==> config.mk <==
export PLATFORM = sky130hd
export DESIGN_NAME = grain_keystream_gen
export DESIGN_NICKNAME = d
export VERILOG_FILES = /design/src/rtl/grain_keystream_gen.sv
export SDC_FILE = /design/constraint.sdc
export NUM_CORES = 1
export LEC_CHECK = 0
export BUFFER_PORTS_ARGS = -buffer_cell sky130_fd_sc_hd__buf_2
export CAP_MARGIN = 10
export CORE_ASPECT_RATIO = 0.9
export CORE_MARGIN = 4
export CORE_UTILIZATION = 35
export DETAILED_ROUTE_END_ITERATION = 10
export PLACE_DENSITY_LB_ADDON = 0.3
export SLEW_MARGIN = 20
export SYNTH_ARGS = -nofsm -noshare
export SYNTH_HDL_FRONTEND = slang
export SYNTH_SLANG_ARGS = --single-unit
==> constraint.sdc <==
create_clock -name Clk -period 4 [get_ports Clk]
set_input_delay 0.2 -clock Clk [delete_from_list [all_inputs] [get_ports Clk]]
set_output_delay 0.2 -clock Clk [all_outputs]
set_load 0.02 [all_outputs]
==> src/rtl/grain_keystream_gen.sv <==
// grain_keystream_gen: Grain-style keystream generator with an 80-bit LFSR and
// a 24-bit NFSR. A controller loads the seeds, runs INIT_ROUNDS warm-up shifts
// with the keystream bit fed back, then packs the serial keystream into
// OUT_W-bit words on a valid/ready handshake.
// Optional feature macro: GRAIN_KS_ENCRYPT_EN adds pt_word/ct_word, where
// ct_word = ks_word ^ pt_word.
module grain_keystream_gen #(
  parameter int OUT_W       = 8,
  parameter int INIT_ROUNDS = 160
) (
  input  logic             Clk,
  input  logic             reset,
  input  logic             start,
  input  logic [79:0]      seed_l,
  input  logic [23:0]      seed_n,
  output logic             busy,
  output logic             init_done,
  output logic             seed_err,
  output logic             ks_valid,
  input  logic             ks_ready,
  output logic [OUT_W-1:0] ks_word,
  output logic [79:0]      X_l,
  output logic [23:0]      X_n
`ifdef GRAIN_KS_ENCRYPT_EN
  ,
  input  logic [OUT_W-1:0] pt_word,
  output logic [OUT_W-1:0] ct_word
`endif
);

  // CW must be able to hold the value OUT_W itself (a full word).
  localparam int CW = $clog2(OUT_W + 1);
  // The round counter needs at least one bit even when warm-up is disabled.
  localparam int RW = (INIT_ROUNDS < 1) ? 1 : $clog2(INIT_ROUNDS + 1);
  localparam logic [RW-1:0] RND_LAST = RW'((INIT_ROUNDS > 0) ? (INIT_ROUNDS - 1) : 0);
  localparam logic [RW-1:0] RND_ONE  = RW'(1);
  localparam logic [CW-1:0] CNT_FULL = CW'(OUT_W);
  localparam logic [CW-1:0] CNT_ONE  = CW'(1);

  typedef enum logic [1:0] {
    ST_IDLE = 2'd0,
    ST_INIT = 2'd1,
    ST_RUN  = 2'd2
  } state_t;

  state_t           state_r, state_nxt_s;
  logic             busy_r, init_done_r, seed_err_r;
  logic             busy_nxt_s, init_done_nxt_s, seed_err_nxt_s;
  logic [79:0]      l_r;
  logic [23:0]      n_r;
  logic [RW-1:0]    rnd_r;
  logic [CW-1:0]    cnt_r;
  logic             ks_valid_r;
  logic [OUT_W-1:0] ks_word_r;

  logic             seed_zero_s, load_s, reject_s, hold_s;
  logic             init_step_s, run_step_s;
  logic             fl_s, fn_s, h_s, z_s;
  logic             l_in_s, n_in_s;
  logic [CW-1:0]    idx_s, cnt_nxt_s;
  logic [OUT_W-1:0] word_nxt_s;

  assign busy      = busy_r;
  assign init_done = init_done_r;
  assign seed_err  = seed_err_r;
  assign ks_valid  = ks_valid_r;
  assign ks_word   = ks_word_r;
  assign X_l       = l_r;
  assign X_n       = n_r;

`ifdef GRAIN_KS_ENCRYPT_EN
  assign ct_word = ks_word_r ^ pt_word;
`else
  // Without the encrypt option only the raw keystream is exported.
`endif

  // Feedback taps, filter and keystream bit, all from the current state.
  always_comb begin
    fl_s = l_r[0] ^ l_r[13] ^ l_r[23] ^ l_r[38] ^ l_r[51] ^ l_r[62];
    fn_s = l_r[0] ^ n_r[0] ^ n_r[5] ^ (n_r[3] & n_r[9]) ^ (n_r[12] & n_r[17]);
    h_s  = l_r[0] ^ l_r[3] ^ n_r[0] ^ n_r[2] ^ (l_r[1] & l_r[2]) ^ (n_r[1] & l_r[5])
         ^ (n_r[3] & l_r[7]) ^ (l_r[8] & l_r[13] & n_r[5]);
    z_s  = h_s ^ n_r[0];
  end

  // Control qualifiers: start always wins, a zero LFSR seed is rejected.
  always_comb begin
    seed_zero_s = (seed_l == 80'd0);
    load_s      = start & ~seed_zero_s;
    reject_s    = start & seed_zero_s;
    hold_s      = ks_valid_r & ~ks_ready;
    init_step_s = ~start & (state_r == ST_INIT);
    run_step_s  = ~start & (state_r == ST_RUN) & ~hold_s;
  end

  // Bits entering the register MSBs: warm-up mixes z back in.
  always_comb begin
    if (init_step_s) begin
      l_in_s = fl_s ^ z_s;
      n_in_s = fn_s ^ z_s;
    end else begin
      l_in_s = fl_s;
      n_in_s = fn_s;
    end
  end

  // Packer: an accepted word restarts packing at bit 0 on the same edge.
  always_comb begin
    if (ks_valid_r) begin
      idx_s = {CW{1'b0}};
    end else begin
      idx_s = cnt_r;
    end
    cnt_nxt_s  = idx_s + CNT_ONE;
    word_nxt_s = ks_word_r;
    for (int i = 0; i < OUT_W; i++) begin
      if (CW'(i) == idx_s) begin
        word_nxt_s[i] = z_s;
      end else begin
        word_nxt_s[i] = ks_word_r[i];
      end
    end
  end

  // FSM next-state logic.
  always_comb begin
    state_nxt_s = state_r;
    if (load_s) begin
      state_nxt_s = (INIT_ROUNDS == 0) ? ST_RUN : ST_INIT;
    end else if (reject_s) begin
      state_nxt_s = ST_IDLE;
    end else begin
      case (state_r)
        ST_IDLE: state_nxt_s = ST_IDLE;
        ST_INIT: begin
          if (rnd_r == RND_LAST) begin
            state_nxt_s = ST_RUN;
          end else begin
            state_nxt_s = ST_INIT;
          end
        end
        ST_RUN:  state_nxt_s = ST_RUN;
        default: state_nxt_s = ST_IDLE;
      endcase
    end
  end

  // FSM output decode, taken from the next state so the flops track it.
  always_comb begin
    seed_err_nxt_s = reject_s;
    case (state_nxt_s)
      ST_INIT: begin
        busy_nxt_s      = 1'b1;
        init_done_nxt_s = 1'b0;
      end
      ST_RUN: begin
        busy_nxt_s      = 1'b1;
        init_done_nxt_s = 1'b1;
      end
      default: begin
        busy_nxt_s      = 1'b0;
        init_done_nxt_s = 1'b0;
      end
    endcase
  end

  // FSM state register and registered status outputs.
  always_ff @(posedge Clk or posedge reset) begin
    if (reset) begin
      state_r     <= ST_IDLE;
      busy_r      <= 1'b0;
      init_done_r <= 1'b0;
      seed_err_r  <= 1'b0;
    end else begin
      state_r     <= state_nxt_s;
      busy_r      <= busy_nxt_s;
      init_done_r <= init_done_nxt_s;
      seed_err_r  <= seed_err_nxt_s;
    end
  end

  // Datapath: load, warm-up shifts, run shifts with packing, or hold.
  always_ff @(posedge Clk or posedge reset) begin
    if (reset) begin
      l_r        <= 80'd0;
      n_r        <= 24'd0;
      rnd_r      <= {RW{1'b0}};
      cnt_r      <= {CW{1'b0}};
      ks_valid_r <= 1'b0;
      ks_word_r  <= {OUT_W{1'b0}};
    end else if (load_s) begin
      l_r        <= seed_l;
      n_r        <= seed_n;
      rnd_r      <= {RW{1'b0}};
      cnt_r      <= {CW{1'b0}};
      ks_valid_r <= 1'b0;
    end else if (reject_s) begin
      ks_valid_r <= 1'b0;
    end else if (init_step_s) begin
      l_r   <= {l_in_s, l_r[79:1]};
      n_r   <= {n_in_s, n_r[23:1]};
      rnd_r <= rnd_r + RND_ONE;
    end else if (run_step_s) begin
      l_r        <= {l_in_s, l_r[79:1]};
      n_r        <= {n_in_s, n_r[23:1]};
      ks_word_r  <= word_nxt_s;
      cnt_r      <= cnt_nxt_s;
      ks_valid_r <= (cnt_nxt_s == CNT_FULL);
    end else begin
      l_r <= l_r;
    end
  end

endmodule

==> metrics.yaml <==
routing:
  wl_per_cell_um: 18.9
  drt_iter0_drc: 624
  drt-total-wl_um: 20400
  drc: 0
  drtPass1Iterations: 10
  drtAntennaViolNets: 0
  vias: 5933
  viasPerCell: 5.48
power_and_ir_drop:
  vdd_drop_max_mv: 0.293
  seqPwrFrac: 0.409
  static-leakage-power_nw: 4.03
  switching_share: 0.304
  p_int_mw: 2.76
  switching_power_mw: 1.21
  clkPwrFrac: 0.383
  combPwrFrac: 0.208
  powerDensity_mw_per_mm2: 484
worst_setup_path:
  crit_slowest_cell: "dlygate4sd3_1"
  worstSetupStartpointType: "input port"
  critical-path-top-delay-family: "simple AND/OR/NAND/NOR gates"
  cpPeakStageDelay_ns: 0.54
  arrival_ns: 3.11
  worst-path-buf-inv: 4
  cp_cell_sequence: "dlygate4sd3_1 > buf_2 > nor4_1 > nand4_1 > nor4_4 > a21oi_4 > buf_4 > a222oi_1 > inv_1"
  crit_type: "input port to register"
  cp-end-kind: "register"
  required_ns: 4.29
  worstPathMaxFanout: 35
cells_and_area:
  diodes: 0
  n_fill_cell: 1739
  seqCellArea_mm2: 0.00325
  syn2layout_area_growth_pct: 30.8
  multi_input_area_mm2: 0.00250
  nNetsFinal: 950
  drive_above_1_share: 0.326
yosys:
  syn_inst: 614
  synth_cell_types: 44
  yosys-top-cells-area: "dfrtp_1 (52%), a222oi_1 (8.6%), o22ai_1 (5.0%), nand2_1 (5.0%), a21oi_1 (3.9%)"
  synth-main-ff-cell: "dfrtp_1"
  synthArstFlopShare: 1.00
  synth-edff-count: 0
  ys_seq_area_frac: 0.520
  synth_area_per_cell_um2: 10.2
  netlist.area_leader.share: 0.520
  syn_nets: 731
  yosys_warnings: 0
  synth_area_mm2: 0.00625
  ys_ff_latch: 130
  yosysTopAreaCell: "dfrtp_1"
global_routing:
  grt-ovfl-total: 0
  grt_max_degree: 107
  grt_usage: 0.200
  grt_pass1_wl_um: 31800
  first_global_vias: 5729
  grt_antenna_before_repair: 0
worst_hold_path:
  hold_class: "input port to async pin"
sta:
  rsz0062_at_grt: "false"
  fmax_ghz: 0.355
  tightest_slew_ns: 1.04
  finalMaxSlewViolations: 0
  setup_viol_count_final: 0
  final.period_utilization: 0.705
  fin_skew_ns: 0.00729
  tns_ns: 0
  slew_headroom: 0.307
  fin_crit_ns: 2.82
  finalHoldViolations: 15
  hold-worst-slack_ns: -0.0548
floorplan:
  die_area_mm2: 0.0201
  pin_count: 224
  die_y_um: 135
  coreArea_mm2: 0.0176
  initial_core_util: 0.355
  die-width_um: 149
  rows: 46
clock_network:
  clock_sinks: 130
  cts_buffer_depth: 2
  clk_latency_ns: 0.41
  path_clk_slew_ns: 0.06
  cts_buffers: 17
  cts_tree: "built"
  clockRootBuffer: "clkbuf_16"
  cts-htree-levels: 4
  postCtsSetupBuffers: 0
placement:
  dp_hpwl_um: 14100
  place.gp.congestion: 0.857
  numPortBuffers: 223
run_status:
  violations: "negative hold slack"
  status: "finished with violations"
flow_run:
  maxCapViolCount: 0
logic make-up after synthesis:
group,after synthesis,share of synthesized area
simple gates,145,0.108
compound gates,188,0.213
mux,11,0.0192
xor+xnor,23,0.0390
flops,130,0.520
fa+ha+maj,9,0.0180
buf+inv,108,0.0830
power groups by stage:
stage	Clock, mW	Combinational [mW]	Sequential, mW
2_1_floorplan	0	0.349	1.77
3_3_place_gp	0	0.811	1.64
3_5_place_dp	0	0.821	1.64
4_1_cts	1.55	0.832	1.62
5_1_grt	1.61	0.893	1.64
6_report	1.52	0.822	1.62
sequential cells by signal (all words and copies together), names as in the netlist:
name,count
X_l,80
X_n,24
ks_word,8
rnd_r,8
cnt_r,4
state_r,2
busy,1
init_done,1
ks_valid,1
seed_err,1
metal layers:
layer  vias to the layer above  GRT usage  part of all wire
li1                       2734          -                 -
met1                      2924      0.284              0.44
met2                       262      0.307              0.47
met3                        13     0.0584             0.084
met4                         0     0.0417            0.0068
met5                         -          0                 0
final timing paths:
kind                            start         end  slack, ns  cells after the start
min reg2reg                ks_word[3]  ks_word[3]       0.50                      1
min                             reset     X_l[11]      -0.05                      2
max in group asynchronous       reset    seed_err       3.15                      3
max                         seed_l[5]     X_l[50]       1.18                      9
min in group Clk            seed_l[4]      X_l[4]       0.02                      3
max reg2reg                state_r[1]     X_l[64]       1.44                      9
through the flow:
stage	setup WS [ns]	instances	total power [mW]	cell area [um2]	utilization
after floorplan	0.331	614	2.12	6250	-
after global placement	1.33	1041	2.45	7480	0.425
after detailed placement	1.28	1041	2.46	7480	0.425
after CTS	1.20	1083	4.01	8180	0.465
after global routing	0.998	1083	4.15	8180	0.465
final	1.18	1083	3.96	8180	0.465
worst reg2reg max path: stages (launching register included):
cell and delay [ns]:
dfrtp_1 0.39, inv_1 0.06, ha_1 0.40, nor2_1 0.10, nand2_1 0.08, buf_4 0.43, nand2_1 0.32, buf_4 0.35
o22ai_1 0.21, a21oi_1 0.07
synthesized netlist by cell type (all sizes together), types with 4 or more instances:
cell	instances
a21oi	50
a222oi	54
a31oi	22
buf	21
clkbuf	23
dfrtp	130
ha	9
inv	64
mux2	8
nand2	83
nand3	4
nand4	8
nor2	18
nor3	4
nor4	21
o21ai	5
o22ai	50
xnor2	11
xor2	9
placed cells by master (no fill, tap or decap), drive strengths merged, types with 11 or more instances in the layout:
cell type / count
dfrtp: 130
nor4: 21
dlygate4sd3: 13
a21oi: 50
o22ai: 50
nand2: 83
buf: 231
inv: 64
a31oi: 22
nor2: 18
clkbuf: 24
xnor2: 11
a222oi: 54
area by class of cell:
| class | count | area share |
|---|---|---|
| clock buffer | 24 | 0.0601 |
| clock inverter | 5 | 0.00948 |
| inverter | 64 | 0.0300 |
| multi-input combinational | 376 | 0.305 |
| sequential | 130 | 0.397 |
| tap | 240 | 0.0367 |
| timing repair buffer | 244 | 0.161 |
repair_timing:
action	4_1_cts	5_1_grt
resized for setup	0	0
hold endpoints to repair	13	0
hold buffers	13	0
Note: power is estimated with default switching activity, not from simulation.
